### src/rtl/adder_pkg.sv
// Shared types and default sizing for the chunked sequential adder.
package adder_pkg;

  typedef enum logic [1:0] {
    IDLE = 2'd0,
    BUSY = 2'd1,
    DONE = 2'd2
  } state_t;

  localparam int WIDTH_DEF = 16;
  localparam int CHUNK_DEF = 4;

endpackage

### src/rtl/adder_nbit.sv
// Combinational W-bit ripple-carry adder used as the per-cycle chunk slice.
module adder_nbit
  import adder_pkg::*;
#(
  parameter int W = CHUNK_DEF
) (
  input  logic [W-1:0] a,
  input  logic [W-1:0] b,
  input  logic         cin,
  output logic [W-1:0] s,
  output logic         cout
);

  logic c;

  always_comb begin
    c = cin;
    s = '0;
    for (int i = 0; i < W; i++) begin
      s[i] = a[i] ^ b[i] ^ c;
      c    = (a[i] & b[i]) | (c & (a[i] ^ b[i]));
    end
    cout = c;
  end

endmodule

### src/rtl/adder_seq.sv
// Sequential WIDTH-bit adder processing CHUNK bits per clock.
// Optional subtract mode is enabled by defining ADDER_SEQ_SUB_EN.
module adder_seq
  import adder_pkg::*;
#(
  parameter int WIDTH = WIDTH_DEF,
  parameter int CHUNK = CHUNK_DEF
) (
  input  logic             clk,
  input  logic             rst,
  input  logic             start,
  input  logic [WIDTH-1:0] a,
  input  logic [WIDTH-1:0] b,
  input  logic             cin,
`ifdef ADDER_SEQ_SUB_EN
  input  logic             sub,
`endif
  output logic [WIDTH-1:0] s,
  output logic             cout,
  output logic             busy,
  output logic             done
);

  localparam int NCHUNK = WIDTH / CHUNK;
  localparam int KW     = (NCHUNK > 1) ? $clog2(NCHUNK) : 1;
  localparam logic [KW-1:0] KLAST = KW'(NCHUNK - 1);

  if (CHUNK < 1 || (WIDTH % CHUNK) != 0 || NCHUNK < 1) begin : g_bad_cfg
    $error("adder_seq: WIDTH must be a positive multiple of CHUNK");
  end

  state_t           state;
  state_t           state_nxt;
  logic [KW-1:0]    k;
  logic             carry;
  logic [WIDTH-1:0] a_r;
  logic [WIDTH-1:0] b_r;
  logic [WIDTH-1:0] wrk;
  logic [WIDTH-1:0] wrk_nxt;
  logic [WIDTH-1:0] b_in;
  logic             c_in;
  logic [CHUNK-1:0] chunk_a;
  logic [CHUNK-1:0] chunk_b;
  logic [CHUNK-1:0] chunk_s;
  logic             chunk_c;
  logic             accept;
  logic             last;

  // Subtraction is folded into capture: a - b = a + ~b + 1.
`ifdef ADDER_SEQ_SUB_EN
  assign b_in = sub ? ~b : b;
  assign c_in = sub | cin;
`else
  assign b_in = b;
  assign c_in = cin;
`endif

  assign accept = start && (state == IDLE || state == DONE);
  assign last   = (state == BUSY) && (k == KLAST);

  always_comb begin
    chunk_a = a_r[int'(k) * CHUNK +: CHUNK];
    chunk_b = b_r[int'(k) * CHUNK +: CHUNK];
  end

  adder_nbit #(
    .W (CHUNK)
  ) u_chunk (
    .a    (chunk_a),
    .b    (chunk_b),
    .cin  (carry),
    .s    (chunk_s),
    .cout (chunk_c)
  );

  always_comb begin
    wrk_nxt = wrk;
    wrk_nxt[int'(k) * CHUNK +: CHUNK] = chunk_s;
  end

  // State register
  always_ff @(posedge clk) begin
    if (rst) state <= IDLE;
    else     state <= state_nxt;
  end

  // Next-state logic
  always_comb begin
    state_nxt = state;
    unique case (state)
      IDLE:    state_nxt = start ? BUSY : IDLE;
      BUSY:    state_nxt = last  ? DONE : BUSY;
      DONE:    state_nxt = start ? BUSY : IDLE;
      default: state_nxt = IDLE;
    endcase
  end

  // Output decode
  always_comb begin
    busy = (state == BUSY);
    done = (state == DONE);
  end

  // Control and result registers; s/cout only move on entry to DONE.
  always_ff @(posedge clk) begin
    if (rst) begin
      k     <= '0;
      carry <= 1'b0;
      s     <= '0;
      cout  <= 1'b0;
    end else if (accept) begin
      k     <= '0;
      carry <= c_in;
    end else if (state == BUSY) begin
      k     <= k + 1'b1;
      carry <= chunk_c;
      if (last) begin
        s    <= wrk_nxt;
        cout <= chunk_c;
      end
    end
  end

  // Operand and working registers carry no reset; they are qualified by state.
  always_ff @(posedge clk) begin
    if (accept) begin
      a_r <= a;
      b_r <= b_in;
    end
    if (state == BUSY) wrk <= wrk_nxt;
  end

endmodule

### config.mk
export PLATFORM = sky130hd
export DESIGN_NAME = adder_seq
export DESIGN_NICKNAME = d
export VERILOG_FILES = /design/src/rtl/adder_pkg.sv /design/src/rtl/adder_nbit.sv /design/src/rtl/adder_seq.sv
export SDC_FILE = /design/constraint.sdc
export NUM_CORES = 1
export LEC_CHECK = 0
export ABC_AREA = 1
export BUFFER_PORTS_ARGS = -buffer_cell sky130_fd_sc_hd__buf_2
export CAP_MARGIN = 20
export CORE_MARGIN = 5
export CORE_UTILIZATION = 50
export DETAILED_ROUTE_END_ITERATION = 8
export PLACE_DENSITY = 0.7
export REMOVE_ABC_BUFFERS = 1
export SYNTH_ARGS = -nofsm -noshare
export SYNTH_HDL_FRONTEND = slang
export SYNTH_SLANG_ARGS = --single-unit
### constraint.sdc
create_clock -name clk -period 6.85 [get_ports clk]
set_input_delay 1.37 -clock clk [delete_from_list [all_inputs] [get_ports clk]]
set_output_delay 1.37 -clock clk [all_outputs]
set_load 0.005 [all_outputs]
Word-level counts from Yosys, hierarchy flattened
Index checks and enable logic that the tools add are counted.

$add $sub $neg: 2. Eq/ne operators: 3. Shift operators: 4. Mux-type cells: 6. Bitwise logic cells: 21. Reductions and logical operators: 8.

Operator list (number): 4-bit negator with 33-bit output (1); 4-bit by 33-bit variable shift with 16-bit output, first input constant (1); 4-bit by 33-bit indexed part select with 16-bit output (1); 16-bit by 5-bit indexed part select with 4-bit output (2); 16-bit bitwise mux (1); 1-bit bitwise AND (8); 1-bit bitwise XOR (8); 2-bit == test, second input constant (2); 1-bit bitwise OR (4); 2-bit case mux with 2 select lines (1); 2-bit OR reduction (2); 1-bit two-way mux (3); 3-bit AND reduction (1); 2-bit by 1-bit adder with 2-bit output, second input constant (1); 2-bit by 1-bit == test with 1-bit output, second input constant (1); 1-bit logical AND (2); 2-bit zero test (1); 2-bit two-way mux (1); 2-bit nonzero test (1); 1-bit logical OR (1); 1-bit inverter (1).

Flip-flop bits (word level): 70. Bits of input ports: 36. Output and inout bits: 19. Word-level logic and storage cells: 52.

Longest topological paths before layout
Depth after elaboration: 12. Depth in mapped cells: 17.

By module
A second synthesis with hierarchy kept.

Cell total of the unflattened synthesis: 302. Area, all modules: 2905.3 µm².

By module, submodules not included: adder_seq (times used 1, cells each 288, area each 2787.7 µm², sequential area each 1761.7 µm²); adder_nbit (times used 1, cells each 14, area each 117.6 µm², sequential area each 0.0 µm²).

Worst setup path before layout
OpenSTA, ideal clock, no wires.

Path type: input port to flip-flop. From: input port start. To: register carry. Arrival time: 3.244 ns. Slack: 3.482 ns. Stages: 5. Path buffers: 0. Cells stage by stage: inv_1 > nor2_1 > inv_1 > o21ai_0 > a21oi_1.

Cells in the longest elaborated chain, start to end: 2. Elaborated cells on any way between the ends: 3. Classes of those cells: 1 x mux; 2 x reduce/logical.

Ends and longest elaborated chain: from (decl) (RTL line adder_seq.sv:11) `input logic start,`; 1-bit logical AND * (RTL line adder_seq.sv:58) `assign accept = start && (state == IDLE || state == DONE);`; named net accept (RTL line adder_seq.sv:46) `logic accept;`; 1-bit two-way mux / 2-bit nonzero test (equally long branches); to (signal assigned) (RTL line adder_seq.sv:113) `carry <= c_in;`; to (signal assigned) (RTL line adder_seq.sv:116) `carry <= chunk_c;`; to (decl) (RTL line adder_seq.sv:35) `logic carry;`.

The timed path passes the listed nets; every way through them passes the cells marked *. A chain may end at the register's enable or synchronous reset.

Worst setup path after layout
From: register k[0]. To: register s[15].

Cells in the longest elaborated chain, start to end: 11. Elaborated cells on any way between the ends: 26. Classes of those cells: 1 x add/sub; 1 x eq/ne; 4 x shift; 1 x mux; 17 x bitwise; 2 x reduce/logical.

Ends and longest elaborated chain: from (decl) (RTL line adder_seq.sv:34) `logic [KW-1:0] k;`; from (signal assigned) (RTL line adder_seq.sv:115) `k <= k + 1'b1;`; 16-bit by 5-bit indexed part select with 4-bit output (on tied branches) (RTL line adder_seq.sv:62, adder_seq.sv:63); 1-bit bitwise XOR (RTL line adder_nbit.sv:20, adder_nbit.sv:21); 1-bit bitwise AND (RTL line adder_nbit.sv:21) `c = (a[i] & b[i]) | (c & (a[i] ^ b[i]));`; 1-bit bitwise OR (RTL line adder_nbit.sv:21); 1-bit bitwise AND (RTL line adder_nbit.sv:21); 1-bit bitwise OR (RTL line adder_nbit.sv:21); 1-bit bitwise AND (RTL line adder_nbit.sv:21); 1-bit bitwise OR (RTL line adder_nbit.sv:21); 1-bit bitwise XOR (RTL line adder_nbit.sv:20) `s[i] = a[i] ^ b[i] ^ c;`; 4-bit by 33-bit indexed part select with 16-bit output (RTL line adder_seq.sv:78) `wrk_nxt[int'(k) * CHUNK +: CHUNK] = chunk_s;`; 16-bit bitwise mux (RTL line adder_seq.sv:78); to (signal assigned) (RTL line adder_seq.sv:118) `s <= wrk_nxt;`; to (decl) (RTL line adder_seq.sv:18) `output logic [WIDTH-1:0] s,`.

Several ways; a longest one is shown, not always the timed one.

==> parameters.txt <==
Parameter                              Value

Clock network
  Clk Latency, worst-skew pair    approximately 330 ps
  CTS tree    built
  Post-cts resize count    0
  Root Buffer    sky130_fd_sc_hd__clkbuf_8
  Number of CTS-inserted buffers    9
  Buffer count from post-CTS setup fixing    0
  Clk slew on worst S/H paths    roughly 70 ps
  CTS sink count    66
  Count of hold-fix buffers inserted at cts    0
  Number of levels in the clock H-tree    3
  Clock tree buffer depth    2

Synthesis
  Most used standard cells in the synthesized netlist    sky130_fd_sc_hd__nand2_1 (53), sky130_fd_sc_hd__inv_1 (46), sky130_fd_sc_hd__edfxtp_1 (44)
  Warnings from Yosys    0
  Post-Syn Area    2895 um2
  Syn Area/Cell    about 9.6 um2
  Most frequent cell after synthesis    sky130_fd_sc_hd__nand2_1
  Share of flip-flops with an asynchronous set or reset    0
  Register bit count reported by yosys    66
  Synth top area share    0.4564
  Number of enable-type register cells in the synthesized netlist    44
  Cell count after synthesis    a little over 300
  Most used flip-flop cell after synthesis    sky130_fd_sc_hd__edfxtp_1
  Cell type with the largest total area after synthesis    sky130_fd_sc_hd__edfxtp_1
  Cell types occupying the most area after synthesis    sky130_fd_sc_hd__edfxtp_1 (46%), sky130_fd_sc_hd__dfxtp_1 (15%), sky130_fd_sc_hd__nand2_1 (6.9%)
  Synth cell types    19
  Seq/Total Area, Yosys    0.6085

Pwr
  VDD IR max    ~0.00020 V
  Power density over the cells    approximately 260 nW/um2
  Gate power share    0.112
  Part of the total power dissipated in the clock network    0.371
  Seq pwr share    0.517
  Sw Pwr    just over 0.0002 W
  Switching power share of the total    0.2319
  Static power due to leakage    between 1.5 and 2 nW
  Int Power    between 0.0006 and 0.0007 W

Placement
  HPWL Detailed    about 3.7 mm
  Pre-CTS setup slack    ~3200 ps
  Number of I/O port buffers    54
  Gpl congestion    approximately 0.80

Min path
  Class of the worst hold path    reg -> reg
  Number of cells traversed by the worst hold path    2
  Endpoint of the worst hold path    cout
  Launch point of the worst hold path    cout

STA
  Final critical-path setup slack    3198 ps
  Part of the cycle the worst path needs    0.5331
  Max frequency    approximately 270 MHz
  Unrepaired setup endpoints after global routing    no
  Tmin final    3652 ps
  Number of max-slew violations in the final report    0
  Least-Margin Pin Slew    between 900 and 1000 ps
  Skew final    between 7 and 8 ps
  Number of failing hold endpoints at the final stage    0
  Total Negative Setup Slacks    0 ps
  Max transition margin    0.3573
  Number of setup violations in the final report    0

Setup path
  Worst setup slack for register-to-register paths    around 3200 ps
  Origin of the critical flop-to-flop path    k[0]
  Arrival time worst endpoint    ~3900 ps
  Maximum fanout along the worst path    34
  Worst EP required    between 7000 and 8000 ps
  Reg-to-Reg End    s[15]
  WS Path Type    reg -> reg
  Launching element type of the critical path    flip-flop
  Number of cells traversed by the worst register-to-register path    17
  Endpoint kind of the worst setup timing path    flip-flop

Global route
  Wire length of the first global-routing pass    approximately 9 mm
  GRT Util Overall    0.1577
  Largest net degree at the start of global routing    36
  Via count of the first global-routing pass    around 2000
  Initial antenna violation count    0
  Leftover overflow at the end of global routing    0

Detailed routing
  Total detailed-routing wirelength    just over 5 mm
  Number of vias per cell    approximately 4.7
  Initial DRC count    between 100 and 150
  Post-route DRC violation count    0
  Routed wire length per instance    approximately 12 um
  Antenna Nets Post-Route    0
  1st-pass router iterations    4
  Via Count    roughly 2100

Finish
  Number of diodes added for antenna fixing    0
  P&R area growth vs syn    18.24%
  Final layout net count    slightly above 400
  Share of final-layout standard cells stronger than drive strength 1    0.2082

Die
  Number of core rows    27
  Overall die area    roughly 7400 um2
  Effective utilization at floorplan    0.5194
  Top-level port count    55
  Width of the die    about 86 um
  Core Footprint    roughly 5600 um2
  Die Y    86.10 um

Run status
  Run status    complete, no violations

Job
  Max-capacitance violation count    0
[cells in the final DEF (no fill, tap or decap)]
cell type / netlist / routed
sky130_fd_sc_hd__nand2_4: 1 / 1
sky130_fd_sc_hd__clkbuf_8: 0 / 12
sky130_fd_sc_hd__clkbuf_1: 2 / 2
sky130_fd_sc_hd__buf_4: 0 / 1
sky130_fd_sc_hd__inv_2: 3 / 3
sky130_fd_sc_hd__ha_1: 5 / 5
sky130_fd_sc_hd__a21oi_1: 21 / 21
sky130_fd_sc_hd__bufinv_16: 0 / 1
sky130_fd_sc_hd__edfxtp_1: 44 / 44
sky130_fd_sc_hd__dfxtp_1: 22 / 22
sky130_fd_sc_hd__o22ai_1: 4 / 4
sky130_fd_sc_hd__inv_1: 46 / 46
sky130_fd_sc_hd__nor2_2: 0 / 1
sky130_fd_sc_hd__clkinv_2: 0 / 1
sky130_fd_sc_hd__o21ai_1: 1 / 1
sky130_fd_sc_hd__nor2_4: 2 / 2
sky130_fd_sc_hd__buf_2: 4 / 54
sky130_fd_sc_hd__nand2_1: 53 / 53
sky130_fd_sc_hd__fa_1: 4 / 4
sky130_fd_sc_hd__o21ai_0: 22 / 22
sky130_fd_sc_hd__nand3_1: 25 / 25
sky130_fd_sc_hd__nor2_1: 40 / 39
sky130_fd_sc_hd__clkinv_1: 1 / 1
[metrics by stage]
stage	power (W)	instances	hold WS, ps	utilization	instance area (um2)
global route	0.0009439	437	500.5	0.6141	3423
finish	0.0008953	437	475.3	0.6141	3423
detailed placement	0.0005730	421	465.2	0.5769	3216
global placement	0.0005711	421	461.7	0.5769	3216
CTS	0.0009048	437	477.0	0.6141	3423
floorplan	0.0005388	294	465.7	-	2845
[flip-flops by register name (all words and copies together) (netlist names)]
register	count
k	2
cout	1
a_r	16
state	2
wrk	12
s	16
carry	1
b_r	16
[cells by family (layout without fill, tap and decap cells)]
| family | count (synthesis) | count (layout) | share of synthesized area |
|---|---|---|---|
| AO/OA/AOI/OAI | 48 | 48 | 0.08470 |
| adder cells (fa/ha/maj) | 9 | 9 | 0.04927 |
| buffers and inverters | 58 | 121 | 0.08211 |
| flip-flops | 66 | 66 | 0.6085 |
| AND/OR/NAND/NOR | 121 | 121 | 0.1755 |
[worst max-delay path: stages (launching register included)]
cell                      delay [ps]
sky130_fd_sc_hd__dfxtp_1         960
sky130_fd_sc_hd__inv_2           340
sky130_fd_sc_hd__nor2_1          170
sky130_fd_sc_hd__nor2_1           60
sky130_fd_sc_hd__a21oi_1         170
sky130_fd_sc_hd__fa_1            190
sky130_fd_sc_hd__inv_1            50
sky130_fd_sc_hd__fa_1            350
sky130_fd_sc_hd__inv_1            80
sky130_fd_sc_hd__fa_1            160
sky130_fd_sc_hd__inv_1            50
sky130_fd_sc_hd__fa_1            500
sky130_fd_sc_hd__inv_1            40
sky130_fd_sc_hd__nor2_1          160
sky130_fd_sc_hd__nand2_1          80
sky130_fd_sc_hd__nor2_1          120
sky130_fd_sc_hd__nor2_1           50
sky130_fd_sc_hd__nor2_1           80
[power groups by stage]
stage	sequential (W)	clock, W	combinational (W)
finish	0.000463	0.000332	0.000100
global route	0.000465	0.000360	0.000118
CTS	0.000463	0.000340	0.000102
detailed placement	0.000472	0	0.000101
global placement	0.000471	0	0.0000998
floorplan	0.000469	0	0.0000700
[layout make-up]
cell class / count / area, um2
Clock inverter: 2 / 35.03
Clock buffer: 14 / 172.7
Tap cell: 72 / 90.09
Sequential cell: 66 / 1762
Inverter: 50 / 187.7
Multi-Input combinational cell: 178 / 898.4
Fill cell: 473 / 2151
Timing Repair Buffer: 55 / 277.8
[routing by layer]
| layer | global-route usage | vias up | routed length, um |
|---|---|---|---|
| li1 | - | 1100 | - |
| met1 | 0.1894 | 901 | 2286 |
| met2 | 0.2579 | 61 | 2475 |
| met3 | 0.06628 | 6 | 372 |
| met4 | 0.04748 | 0 | 47 |
| met5 | 0 | - | 0 |
[worst max-delay path by stage]
stage | depth (start not counted) | endpoint | from
floorplan | 5 | carry | start
global placement | 17 | s[7] | k[0]
detailed placement | 17 | s[15] | k[0]
CTS | 17 | s[7] | k[0]
global route | 17 | s[7] | k[0]
finish | 17 | s[15] | k[0]
Power figures use the tool's default switching activity.
